File: src/rtl/gba_cart_pkg.sv
// gba_cart_pkg
//   Shared definitions for the GBA cartridge ROM read path: bus widths,
//   the read sequencer state encoding, idle levels of the cartridge pins
//   and small helpers that decode which pins a state drives.
//   No ports (package).
package gba_cart_pkg;

    localparam int ADDR_W  = 24;
    localparam int DATA_W  = 16;
    localparam int TIMER_W = 8;
    // Beat counter must hold 256 (req_len == 0).
    localparam int CNT_W   = 9;

    typedef enum logic [2:0] {
        IDLE,
        ADDR,
        LATCH,
        TURN,
        RD_LO,
        RD_HI,
        END
    } state_e;

    localparam logic PIN_NCS_IDLE    = 1'b1;
    localparam logic PIN_NRD_IDLE    = 1'b1;
    localparam logic PIN_EN_IDLE     = 1'b0;
    localparam logic CART_CLK_LEVEL  = 1'b0;
    localparam logic CART_NWR_LEVEL  = 1'b1;
    localparam logic CART_NCS2_LEVEL = 1'b1;

    // Address is on the AD bus while it is being set up and latched.
    function automatic logic drives_address(input state_e s);
        return (s == ADDR) || (s == LATCH);
    endfunction

    // Chip select stays low from the latch until the burst segment ends.
    function automatic logic cs_active(input state_e s);
        return (s == LATCH) || (s == TURN) || (s == RD_LO) || (s == RD_HI);
    endfunction

endpackage

File: src/rtl/gba_phase_timer.sv
// gba_phase_timer
//   Loadable down-counter timing one bus phase. Loading value N makes
//   done_o rise in the N-th cycle of the phase (the cycle after the load
//   edge counts as the first). done_o stays high until the next load.
// Ports:
//   clk      in   system clock
//   rst_n    in   asynchronous active-low reset
//   load_i   in   start a new phase
//   value_i  in   phase length in cycles (>=1)
//   done_o   out  current cycle is the last (or later) cycle of the phase
module gba_phase_timer
    import gba_cart_pkg::*;
#(
    parameter int W = TIMER_W
) (
    input  logic         clk,
    input  logic         rst_n,
    input  logic         load_i,
    input  logic [W-1:0] value_i,
    output logic         done_o
);

    logic [W-1:0] count_q;

    always_ff @(posedge clk or negedge rst_n) begin
        if (!rst_n) begin
            count_q <= '0;
        end else if (load_i) begin
            count_q <= value_i - W'(1);
        end else if (count_q != '0) begin
            count_q <= count_q - W'(1);
        end
    end

    assign done_o = (count_q == '0);

endmodule

File: src/rtl/gba_rom_reader.sv
// gba_rom_reader
//   Bus-cycle sequencer for GBA cartridge ROM bursts. Latches the start
//   address on the nCS fall, then pulses nRD once per halfword and hands
//   each captured halfword out on a valid/ready stream. Bursts crossing a
//   64K-halfword boundary are split with a fresh address phase because the
//   cartridge's internal counter does not carry into the upper address.
// Ports:
//   clk, rst_n                       clock, asynchronous active-low reset
//   req_valid/req_ready/req_addr/req_len   burst request (len 0 = 256)
//   rsp_valid/rsp_ready/rsp_data/rsp_last  halfword response stream
//   busy                             sequencer not idle
//   add_dat_en/add_dat               AD bus drive enable and value
//   data_read                        AD[15:0] read back by the pin block
//   cart_clk/cart_nCS/cart_nRD/cart_nWR/cart_nCS2  cartridge control pins
module gba_rom_reader
    import gba_cart_pkg::*;
#(
    parameter int unsigned T_SETUP = 2,
    parameter int unsigned T_RD_LO = 3,
    parameter int unsigned T_RD_HI = 2
) (
    input  logic              clk,
    input  logic              rst_n,
    input  logic              req_valid,
    output logic              req_ready,
    input  logic [ADDR_W-1:0] req_addr,
    input  logic [7:0]        req_len,
    output logic              rsp_valid,
    input  logic              rsp_ready,
    output logic [DATA_W-1:0] rsp_data,
    output logic              rsp_last,
    output logic              busy,
    output logic              add_dat_en,
    output logic [ADDR_W-1:0] add_dat,
    input  logic [DATA_W-1:0] data_read,
    output logic              cart_clk,
    output logic              cart_nCS,
    output logic              cart_nRD,
    output logic              cart_nWR,
    output logic              cart_nCS2
);

    state_e              state_q, state_d;
    logic [ADDR_W-1:0]   cur_addr_q, cur_addr_d;
    logic [CNT_W-1:0]    remaining_q, remaining_d;
    logic                rsp_valid_q, rsp_valid_d;
    logic                rsp_last_q, rsp_last_d;
    logic [DATA_W-1:0]   rsp_data_q, rsp_data_d;
    logic                acc_q, acc_d;
    logic                ncs_q, ncs_d;
    logic                nrd_q, nrd_d;
    logic                en_q, en_d;
    logic [ADDR_W-1:0]   ad_q, ad_d;

    logic                tmr_load;
    logic [TIMER_W-1:0]  tmr_value;
    logic                tmr_done;
    logic                rsp_fire;

    assign rsp_fire = rsp_valid_q & rsp_ready;

    gba_phase_timer #(.W(TIMER_W)) u_timer (
        .clk     (clk),
        .rst_n   (rst_n),
        .load_i  (tmr_load),
        .value_i (tmr_value),
        .done_o  (tmr_done)
    );

    always_ff @(posedge clk or negedge rst_n) begin
        if (!rst_n) begin
            state_q     <= IDLE;
            cur_addr_q  <= '0;
            remaining_q <= '0;
            rsp_valid_q <= 1'b0;
            rsp_last_q  <= 1'b0;
            rsp_data_q  <= '0;
            acc_q       <= 1'b0;
            ncs_q       <= PIN_NCS_IDLE;
            nrd_q       <= PIN_NRD_IDLE;
            en_q        <= PIN_EN_IDLE;
            ad_q        <= '0;
        end else begin
            state_q     <= state_d;
            cur_addr_q  <= cur_addr_d;
            remaining_q <= remaining_d;
            rsp_valid_q <= rsp_valid_d;
            rsp_last_q  <= rsp_last_d;
            rsp_data_q  <= rsp_data_d;
            acc_q       <= acc_d;
            ncs_q       <= ncs_d;
            nrd_q       <= nrd_d;
            en_q        <= en_d;
            ad_q        <= ad_d;
        end
    end

    always_comb begin
        state_d     = state_q;
        cur_addr_d  = cur_addr_q;
        remaining_d = remaining_q;
        rsp_valid_d = rsp_valid_q;
        rsp_last_d  = rsp_last_q;
        rsp_data_d  = rsp_data_q;
        acc_d       = acc_q;
        tmr_load    = 1'b0;
        tmr_value   = '0;

        case (state_q)
            IDLE: begin
                if (req_valid) begin
                    cur_addr_d  = req_addr;
                    remaining_d = (req_len == 8'd0) ? 9'd256 : {1'b0, req_len};
                    state_d     = ADDR;
                    tmr_load    = 1'b1;
                    tmr_value   = TIMER_W'(T_SETUP);
                end
            end
            ADDR: begin
                if (tmr_done) begin
                    state_d = LATCH;
                end
            end
            LATCH: begin
                state_d = TURN;
            end
            TURN: begin
                state_d   = RD_LO;
                tmr_load  = 1'b1;
                tmr_value = TIMER_W'(T_RD_LO);
            end
            RD_LO: begin
                if (tmr_done) begin
                    // rsp_last is judged on the count before this beat is consumed.
                    rsp_data_d  = data_read;
                    rsp_valid_d = 1'b1;
                    rsp_last_d  = (remaining_q == 9'd1);
                    remaining_d = remaining_q - 9'd1;
                    cur_addr_d  = cur_addr_q + 24'd1;
                    acc_d       = 1'b0;
                    state_d     = RD_HI;
                    tmr_load    = 1'b1;
                    tmr_value   = TIMER_W'(T_RD_HI);
                end
            end
            RD_HI: begin
                if (rsp_fire) begin
                    rsp_valid_d = 1'b0;
                    rsp_last_d  = 1'b0;
                    acc_d       = 1'b1;
                end
                if (tmr_done && (acc_q || rsp_fire)) begin
                    if ((remaining_q == '0) || (cur_addr_q[15:0] == 16'h0000)) begin
                        state_d = END;
                    end else begin
                        state_d   = RD_LO;
                        tmr_load  = 1'b1;
                        tmr_value = TIMER_W'(T_RD_LO);
                    end
                end
            end
            END: begin
                if (remaining_q != '0) begin
                    state_d   = ADDR;
                    tmr_load  = 1'b1;
                    tmr_value = TIMER_W'(T_SETUP);
                end else begin
                    state_d = IDLE;
                end
            end
            default: begin
                state_d = IDLE;
            end
        endcase
    end

    // Pins are decoded from the next state so the registered pin levels
    // line up with the state they belong to.
    always_comb begin
        ncs_d = cs_active(state_d) ? 1'b0 : PIN_NCS_IDLE;
        nrd_d = (state_d == RD_LO) ? 1'b0 : PIN_NRD_IDLE;
        en_d  = drives_address(state_d);
        ad_d  = en_d ? cur_addr_d : '0;
    end

    assign req_ready  = (state_q == IDLE);
    assign busy       = (state_q != IDLE);
    assign rsp_valid  = rsp_valid_q;
    assign rsp_last   = rsp_last_q;
    assign rsp_data   = rsp_data_q;
    assign add_dat_en = en_q;
    assign add_dat    = ad_q;
    assign cart_nCS   = ncs_q;
    assign cart_nRD   = nrd_q;
    assign cart_clk   = CART_CLK_LEVEL;
    assign cart_nWR   = CART_NWR_LEVEL;
    assign cart_nCS2  = CART_NCS2_LEVEL;

endmodule

File: config.mk
export PLATFORM = sky130hd
export DESIGN_NAME = gba_rom_reader
export DESIGN_NICKNAME = d
export VERILOG_FILES = /design/src/rtl/gba_cart_pkg.sv /design/src/rtl/gba_phase_timer.sv /design/src/rtl/gba_rom_reader.sv
export SDC_FILE = /design/constraint.sdc
export NUM_CORES = 1
export LEC_CHECK = 0
export ABC_CLOCK_PERIOD_IN_PS = 2150
export CORE_MARGIN = 2
export CORE_UTILIZATION = 47
export CTS_BUF_LIST = sky130_fd_sc_hd__clkbuf_2
export CTS_CLUSTER_SIZE = 10
export DETAILED_ROUTE_END_ITERATION = 8
export PLACE_DENSITY_LB_ADDON = 0.15
export SYNTH_ARGS = -nofsm -noshare
export SYNTH_HDL_FRONTEND = slang
export SYNTH_SLANG_ARGS = --single-unit
File: constraint.sdc
create_clock -name clk -period 2.15 [get_ports clk]
set_input_delay 0.645 -clock clk [delete_from_list [all_inputs] [get_ports clk]]
set_output_delay 0.645 -clock clk [all_outputs]
set_load 0.1 [all_outputs]
==> results of run 1 <==
-- kinds of logic (layout without fill, tap and decap cells) --
family / Yosys count / in the layout / share of synthesized area (%)
XOR/XNOR: 12 / 12 / 2.72
other: 2 / 3 / 0.165
flip-flops: 90 / 90 / 49.5
multiplexers: 3 / 3 / 0.687
buffers and inverters: 45 / 245 / 4.40
AO/OA/AOI/OAI: 95 / 95 / 13.5
adder cells (fa/ha/maj): 6 / 6 / 1.65
AND/OR/NAND/NOR: 237 / 237 / 27.4
-- worst max-delay path, cell delays in order, from the launching register on --
cell and delay [ps]:
sky130_fd_sc_hd__dfrtp_1 470, sky130_fd_sc_hd__buf_4 160, sky130_fd_sc_hd__or3b_4 400, sky130_fd_sc_hd__nor4_4 320, sky130_fd_sc_hd__a211oi_2 110, sky130_fd_sc_hd__o221a_4 170
sky130_fd_sc_hd__xnor2_4 380, sky130_fd_sc_hd__buf_6 210, sky130_fd_sc_hd__nor3b_2 50
-- what timing repair did --
item,CTS,global route
hold buffers,1,0
pin swaps,37,23
gates resized for setup,72,54
setup buffers,20,18
hold endpoints to repair,27,0
endpoints found under the setup margin,56,66
cloned,4,0
-- cell type report --
| cell class | instances | area share, % |
|---|---|---|
| clock inverter | 7 | 1.37 |
| tap | 129 | 2.24 |
| multi-input combinational | 356 | 34.3 |
| sequential | 90 | 31.3 |
| clock buffer | 9 | 0.625 |
| inverter | 17 | 0.920 |
| timing repair buffer | 212 | 29.3 |
-- Yosys cell counts, types with 5 or more instances --
library cell and instances:
sky130_fd_sc_hd__a21oi_1 25, sky130_fd_sc_hd__a22oi_1 9, sky130_fd_sc_hd__and2_1 5, sky130_fd_sc_hd__and3_1 9
sky130_fd_sc_hd__clkbuf_1 19, sky130_fd_sc_hd__dfrtp_1 88, sky130_fd_sc_hd__ha_1 6, sky130_fd_sc_hd__inv_1 17
sky130_fd_sc_hd__nand2_1 81, sky130_fd_sc_hd__nand3_1 24, sky130_fd_sc_hd__nand4_1 15, sky130_fd_sc_hd__nor2_1 34
sky130_fd_sc_hd__nor3_1 15, sky130_fd_sc_hd__nor3b_1 22, sky130_fd_sc_hd__nor4_1 9, sky130_fd_sc_hd__o211ai_1 9
sky130_fd_sc_hd__o21ai_0 25, sky130_fd_sc_hd__o22ai_1 6, sky130_fd_sc_hd__xnor2_1 6, sky130_fd_sc_hd__xor2_1 5
-- worst min-delay path by stage --
| stage | to | cells past startpoint | start | slack, ps |
|---|---|---|---|---|
| after global placement | rsp_data[9]$_DFFE_PN0P_ | 2 | rsp_data[9]$_DFFE_PN0P_ | 450 |
| after floorplan | acc_q$_DFFE_PN0P_ | 0 | rst_n | 350 |
| after detailed placement | rsp_data[6]$_DFFE_PN0P_ | 2 | rsp_data[6]$_DFFE_PN0P_ | 460 |
| final | rsp_data[6]$_DFFE_PN0P_ | 2 | rsp_data[6]$_DFFE_PN0P_ | 510 |
| after global routing | rsp_data[7]$_DFFE_PN0P_ | 3 | data_read[7] | 520 |
| after CTS | rsp_data[2]$_DFFE_PN0P_ | 2 | rsp_data[2]$_DFFE_PN0P_ | 510 |
-- per-layer routing --
layer  track usage (%)  vias to the layer above
met4              12.4                        0
met2              45.8                      209
met3              5.27                       45
met5                 0                        -
li1                  -                     2133
met1              35.7                     2272
-- power by group through the flow --
| stage | combinational [mW] | clock, mW | sequential [mW] |
|---|---|---|---|
| finish | 8.95 | 1.02 | 3.09 |
| global route | 9.43 | 1.10 | 3.18 |
| CTS | 8.44 | 1.03 | 3.04 |
| detailed placement | 7.61 | 0 | 3.07 |
| global placement | 7.44 | 0 | 3.05 |
| floorplan | 2.56 | 0 | 5.45 |
-- sequential cells by signal, summed over array words and instances, names as in the netlist, 3 cells and up --
name             cells
add_dat             24
rsp_data            16
u_timer.count_q      8
state_q              3
cur_addr_q          24
remaining_q          9
-- per-stage QoR --
| stage | utilization (%) | instances | hold WS [ps] |
|---|---|---|---|
| global placement | 67.6 | 764 | 452 |
| finish | 77.3 | 820 | 507 |
| global route | 77.3 | 820 | 519 |
| detailed placement | 67.6 | 764 | 460 |
| CTS | 74.2 | 804 | 513 |
| floorplan | - | 491 | 349 |
==> summary.md, run 1 <==
| Metric | Value |
|---|---|
| Peak VDD IR | 0.00139 V |
| Cell types occupying the most area after synthesis | sky130_fd_sc_hd__dfrtp_1, sky130_fd_sc_hd__nand2_1, sky130_fd_sc_hd__nor3b_1 |
| Most frequent standard cell in the layout excluding fill and tap cells | sky130_fd_sc_hd__buf_4 |
| Per-instance average area after synthesis | 9.29 sq um |
| Via count of the first global-routing pass | 4,659 |
| Final instance area | 7210 sq um |
| Reg2reg setup slack | -200 ps |
| Kind of path behind the tightest hold check | reg -> reg |
| Starting density of the core | 48.8% |
| Worst r2r dst | add_dat[13]$_DFF_PN0_ |
| Count of antenna diodes in the layout | 0 |
| Pwr per Cell Area | 1810 nW/um^2 |
| Worst setup path endpoint | add_dat[13]$_DFF_PN0_ |
| Commonest non-fill, non-tap cells in the layout | sky130_fd_sc_hd__buf_4, sky130_fd_sc_hd__dfrtp_1, sky130_fd_sc_hd__nand2_1, sky130_fd_sc_hd__clkdlybuf4s50_1, sky130_fd_sc_hd__nor2_1 |
| Antenna violations before repair | 0 |
| Wire length on met1 | 5700 um |
| Synthesized instance count | roughly 500 |
| Number of fill cells in the layout | 634 |
| Critical R2R Launch | state_q[1]$_DFF_PN0_ |
| Achievable clock frequency | 426 MHz |
| Final critical-path share of the clock period | 109% |
| Synthesis warning total | 0 |
| TritonCTS clock tree | yes |
| Launching element of the worst setup path | state_q[1]$_DFF_PN0_ |
| Worst setup path class | reg -> reg |
| Worst Reg2Reg Path Length in Cells | 8 |
| Highest metal layer with signal wires | met4 |
| Die Footprint | 10,500 sq um |
| Deepest clock path buffer count | 2 |
| Outcome | complete, but fails checks |
| Number of endpoints failing setup at the final stage | 30 |
| Global route total overflow | 0 |
| Number of design-rule violations left by the first detailed-router iteration | 242 |
| Global-route usage over all layers | 27.8% |
| Amount of wire on met2 after detailed routing | 7270 um |
| Count of antenna-violating nets left after detailed routing | 0 |
| Pins Over Slew Limit | 0 |
| Worst-skew pair later-pin latency | between 500 and 600 ps |
| Number of buffers added on ports | between 90 and 100 |
| Post-synthesis sequential element count | 90 |
| Placed instance area | 6310 sq um |
| Number of cell rows | 35 |
| Post-DR vias/cell | between 5 and 6 |
| Top cell type's share of synthesized area | 48.4% |
| CP Max Fanout | 7 |
| Routed length on met3 | 1000 um |
| Switch Pwr | between 6 and 7 mW |
| Endpoint required time on the critical path | around 2600 ps |
| Reported leakage power | 3.26 nW |
| Combinational share of power | slightly below 70% |
| Routed length per placed instance | 17.7 um |
| Global-route wire length before repair | 22,600 um |
| Area of the core | 9330 sq um |
| Maximum number of pins on one net before global-route repair | 36 |
| Async set or reset register ratio after synthesis | 100% |
| Post-route setup TNS | -4450 ps |
| Vias | 4,659 |
| CTS Root Cell | sky130_fd_sc_hd__clkbuf_2 |
| Dominant synthesized flop cell | sky130_fd_sc_hd__dfrtp_1 |
| Final min period | 2350 ps |
| Signed area change from the synthesized netlist to the final layout | 58.3% |
| DPL Wire Length | roughly 9400 um |
| H-tree levels | 3 |
| Power share of the clock group | 7.8% |
| Placer Congestion | between 0.9 and 1 |
| Setup repair after global routing missed its margin | true |
| Setup slack at placement | -330 ps |
| TritonCTS sink count | 90 |
| Distinct cells, synth | 56 |
| Internal | ~6.3 mW |
| Final Routed Wirelength | about 14,000 um |
| DRC violations left | 0 |
| Power Total | 13.1 mW |
| Worst setup skew after layout | about 30 ps |
| Top-level port count | 102 |
| Number of buffers created by CTS | 9 |
| Yosys top cell by area | sky130_fd_sc_hd__dfrtp_1 |
| Chip width | 102 um |
| Storage element area | 2260 sq um |
| Register area share after synthesis | 49.5% |
| Kind of start point of the critical path | flip-flop |
| Final hold violations | 0 |
| Sequential group share of total power | between 20% and 30% |
| Switch share | 52.2% |
| Share of post-route cells with drive strength above 1 | 36.9% |
| Post-synth design cell area | 4550 sq um |
| Die Span Y | 102 um |
| DRT Pass-1 Iters | 5 |
| Count of nets after finishing | 744 |
| EDFF count, synth | 0 |
| Footprint of the multi-input gates | 2470 sq um |
| Failing checks | negative setup slack |
| Arrival time of data at the critical path endpoint | 2810 ps |
| Final setup margin | -198 ps |
| CP Capture Type | flip-flop |
| Clock input transition at the sequential cells of the worst setup and hold paths | 280 ps |
| Count of maximum capacitance violations | 0 |
Note: power is estimated with default switching activity, not from simulation.
==> inputs of run 2 (changes only) <==
PLACE_DENSITY = 0.87   (was default)
PLACE_DENSITY_LB_ADDON = default   (was 0.15)
SLEW_MARGIN = 15   (was default)
==> run 2 against run 1 <==
Effect of this change:
- the run still ends with negative setup slack left
- worst hold slack worse by 99 ps
- critical path depth is 1 higher
- fmax is 8.4% lower
- via count is 8.5% higher
- global-route usage is 2.1 points higher
- final area is 0.69% lower
- critical endpoint is now add_dat[21]$_DFF_PN0_
- die area stayed put
- clock skew is 14 ps higher
- count of clock-buffer cells in the layout is 1 higher
- first-iteration DRC count is 98% higher
- sequential share of layout area is 0.24 points higher
- sequential cell count stayed put
==> summary.md, run 2 (synthesis gave the netlist of run 1 again) <==
| Metric | Value |
|---|---|
| Pins Over Slew Limit | 0 (unchanged) |
| WP buf/inv | 2 (unchanged) |
| Antenna violations before repair | 1 (+1) |
| DPL Wire Length | 9630 um (+2.5%) |
| Library cell contributing the largest single delay on the critical path | sky130_fd_sc_hd__nor4_4 |
| TritonCTS clock tree | yes |
| Deepest clock path buffer count | 2 (unchanged) |
| Chip width | 102 um (unchanged) |
| Placed instance area | 6150 sq um (-2.5%) |
| Area of the core | 9330 sq um (unchanged) |
| Count of maximum capacitance violations | 0 (unchanged) |
| Number of design-rule violations left by the first detailed-router iteration | 478 (+98%) |
| Dpl cells | 745 (-2.5%) |
| Final Non-Filler Cells | 807 (-1.6%) |
| Number of buffers added on ports | 98 (unchanged) |
| Post-DR vias/cell | 6.27 (+10%) |
| Share of post-route cells with drive strength above 1 | 38.1% (+1.2 points) |
| DRC violations left | 0 (unchanged) |
| Starting density of the core | 48.8% (unchanged) |
| Die Footprint | 10,500 sq um (unchanged) |
| Maximum number of pins on one net before global-route repair | 55 (+53%) |
| Worst setup skew after layout | 43.4 ps (+13.5 ps) |
| CP cell instances | inv_2 > ha_4 > buf_6 > nand4b_1 > nor4_4 > and3_4 > nand3_2 > mux2_4 > nor3b_2 |
| Final min period | 2560 ps (+215 ps) |
| Arrival time of data at the critical path endpoint | 3070 ps (+260 ps) |
| Number of buffers created by CTS | 9 (unchanged) |
| Number of cell rows | 35 (unchanged) |
| Worst-skew pair later-pin latency | 610 ps (+40 ps) |
| Failing checks | negative setup slack |
| Achievable clock frequency | 390 MHz (-8.4%) |
| Worst hold margin | 407 ps (-99.4 ps) |
| Final Routed Wirelength | 17,500 um (+21%) |
| Worst setup path class | reg -> reg |
| CP Max Fanout | 7 (unchanged) |
| Relative slew slack | between 60% and 70% |
| Kind of start point of the critical path | flip-flop |
| Routed length per placed instance | 21.7 um (+23%) |
| Die Span Y | 102 um (unchanged) |
| Outcome | complete, but fails checks |
| Worst Tran Pin Value | roughly 560 ps |
| Setup repair after global routing missed its margin | true |
| Signed area change from the synthesized netlist to the final layout | 57.2% |
| Global route total overflow | 0 (unchanged) |
| Vias | 5,057 (+8.5%) |
| Final critical-path share of the clock period | 119% (+10 points) |
| Global-route wire length before repair | 24,000 um (+6.4%) |
| Number of endpoints failing setup at the final stage | 45 (+50%) |
| CP Capture Type | flip-flop |
| TritonCTS sink count | 90 (unchanged) |
| H-tree levels | 3 (unchanged) |
| Most frequent standard cell in the layout excluding fill and tap cells | sky130_fd_sc_hd__buf_4 |
| Crit-path max cell delay | 510 ps (+40 ps) |
| Top-level port count | 102 (unchanged) |
| Setup slack at placement | -366 ps (-36.1 ps) |
| Placer Congestion | 0.965 (+6.2%) |
| Kind of path behind the tightest hold check | in -> async |
| Global-route usage over all layers | 29.9% (+2.1 points) |
| Clock input transition at the sequential cells of the worst setup and hold paths | 270 ps (about the same) |
| Count of antenna-violating nets left after detailed routing | 0 (unchanged) |
| CTS Root Cell | sky130_fd_sc_hd__clkbuf_2 |
| Final instance area | 7160 sq um (-0.69%) |
| Endpoint required time on the critical path | 2660 ps (+50 ps) |
| DRT Pass-1 Iters | 9 (+4) |
| Via count of the first global-routing pass | 4,820 (+3.5%) |
| Count of nets after finishing | 730 (-1.9%) |
| Commonest non-fill, non-tap cells in the layout | sky130_fd_sc_hd__buf_4, sky130_fd_sc_hd__dfrtp_1, sky130_fd_sc_hd__nand2_1, sky130_fd_sc_hd__clkdlybuf4s50_1, sky130_fd_sc_hd__nor2_1 |
| Cell family with most CP delay | simple AND/OR/NAND/NOR gates |
| Final hold violations | 0 (unchanged) |
| Final setup margin | -413 ps (-215 ps) |
## run 2: cell types whose count changed in the layout (fill, tap and decap cells not counted), sizes merged
| cell | delta |
|---|---|
| buf | -15 |
| bufbuf | +1 |
| bufinv | -2 |
| clkbuf | +1 |
| clkinv | -2 |
| clkinvlp | +2 |
| diode | +1 |
| inv | +1 |
## run 2: path summary, 6_finish.rpt
path / slack [ps] / start / endpoint / cells after the start
worst max-delay path: -410 / u_timer.count_q[1]$_DFFE_PN0P_ / add_dat[21]$_DFF_PN0_ / 9
worst min-delay path: 410 / rst_n / remaining_q[2]$_DFFE_PN0P_ / 2
worst max register to register: -410 / u_timer.count_q[1]$_DFFE_PN0P_ / add_dat[21]$_DFF_PN0_ / 9
worst min register to register: 510 / rsp_data[0]$_DFFE_PN0P_ / rsp_data[0]$_DFFE_PN0P_ / 2
max in group asynchronous: 1100 / rst_n / cart_nCS$_DFF_PN1_ / 3
min in group clk: 510 / rsp_data[0]$_DFFE_PN0P_ / rsp_data[0]$_DFFE_PN0P_ / 2
## run 2: what timing repair did
item / in CTS / in global routing
cloned: 4 / 1
pin swaps: 34 / 23
endpoints found under the hold margin: 12 / 0
setup buffers: 18 / 25
hold buffers: 1 / 0
resized for setup: 75 / 69
endpoints found under the setup margin: 62 / 62
## run 2: area by class of cell
| cell class | instances | area [sq um] |
|---|---|---|
| timing repair buffer | 198 | 1990 |
| clock inverter | 6 | 47.5 |
| inverter | 17 | 70.1 |
| fill | 534 | 2170 |
| clock buffer | 10 | 50.0 |
| multi-input combinational | 356 | 2580 |
| sequential | 90 | 2260 |
| antenna | 1 | 2.50 |
| tap | 129 | 161 |
## run 2: through the flow
stage	TNS [ps]	util (%)
floorplan	-7910	-
global placement	-8450	65.9
detailed placement	-11230	65.9
CTS	-2220	72.6
global route	-9680	76.7
finish	-7250	76.8
## run 2: routing by layer
metal | share of wire [%] | wire, um | vias up | track usage, %
met2 | 49 | 8590 | 406 | 50.9
met4 | 6.6 | 1160 | 0 | 14.8
met5 | 0 | 0 | - | 0
met3 | 9.3 | 1620 | 138 | 5.40
met1 | 35 | 6170 | 2408 | 36.4
li1 | - | - | 2105 | -
Power of run 2 is left out: the tool's default activity adds up to more than one toggle a clock period on the data nets, which glitch-free logic cannot reach.
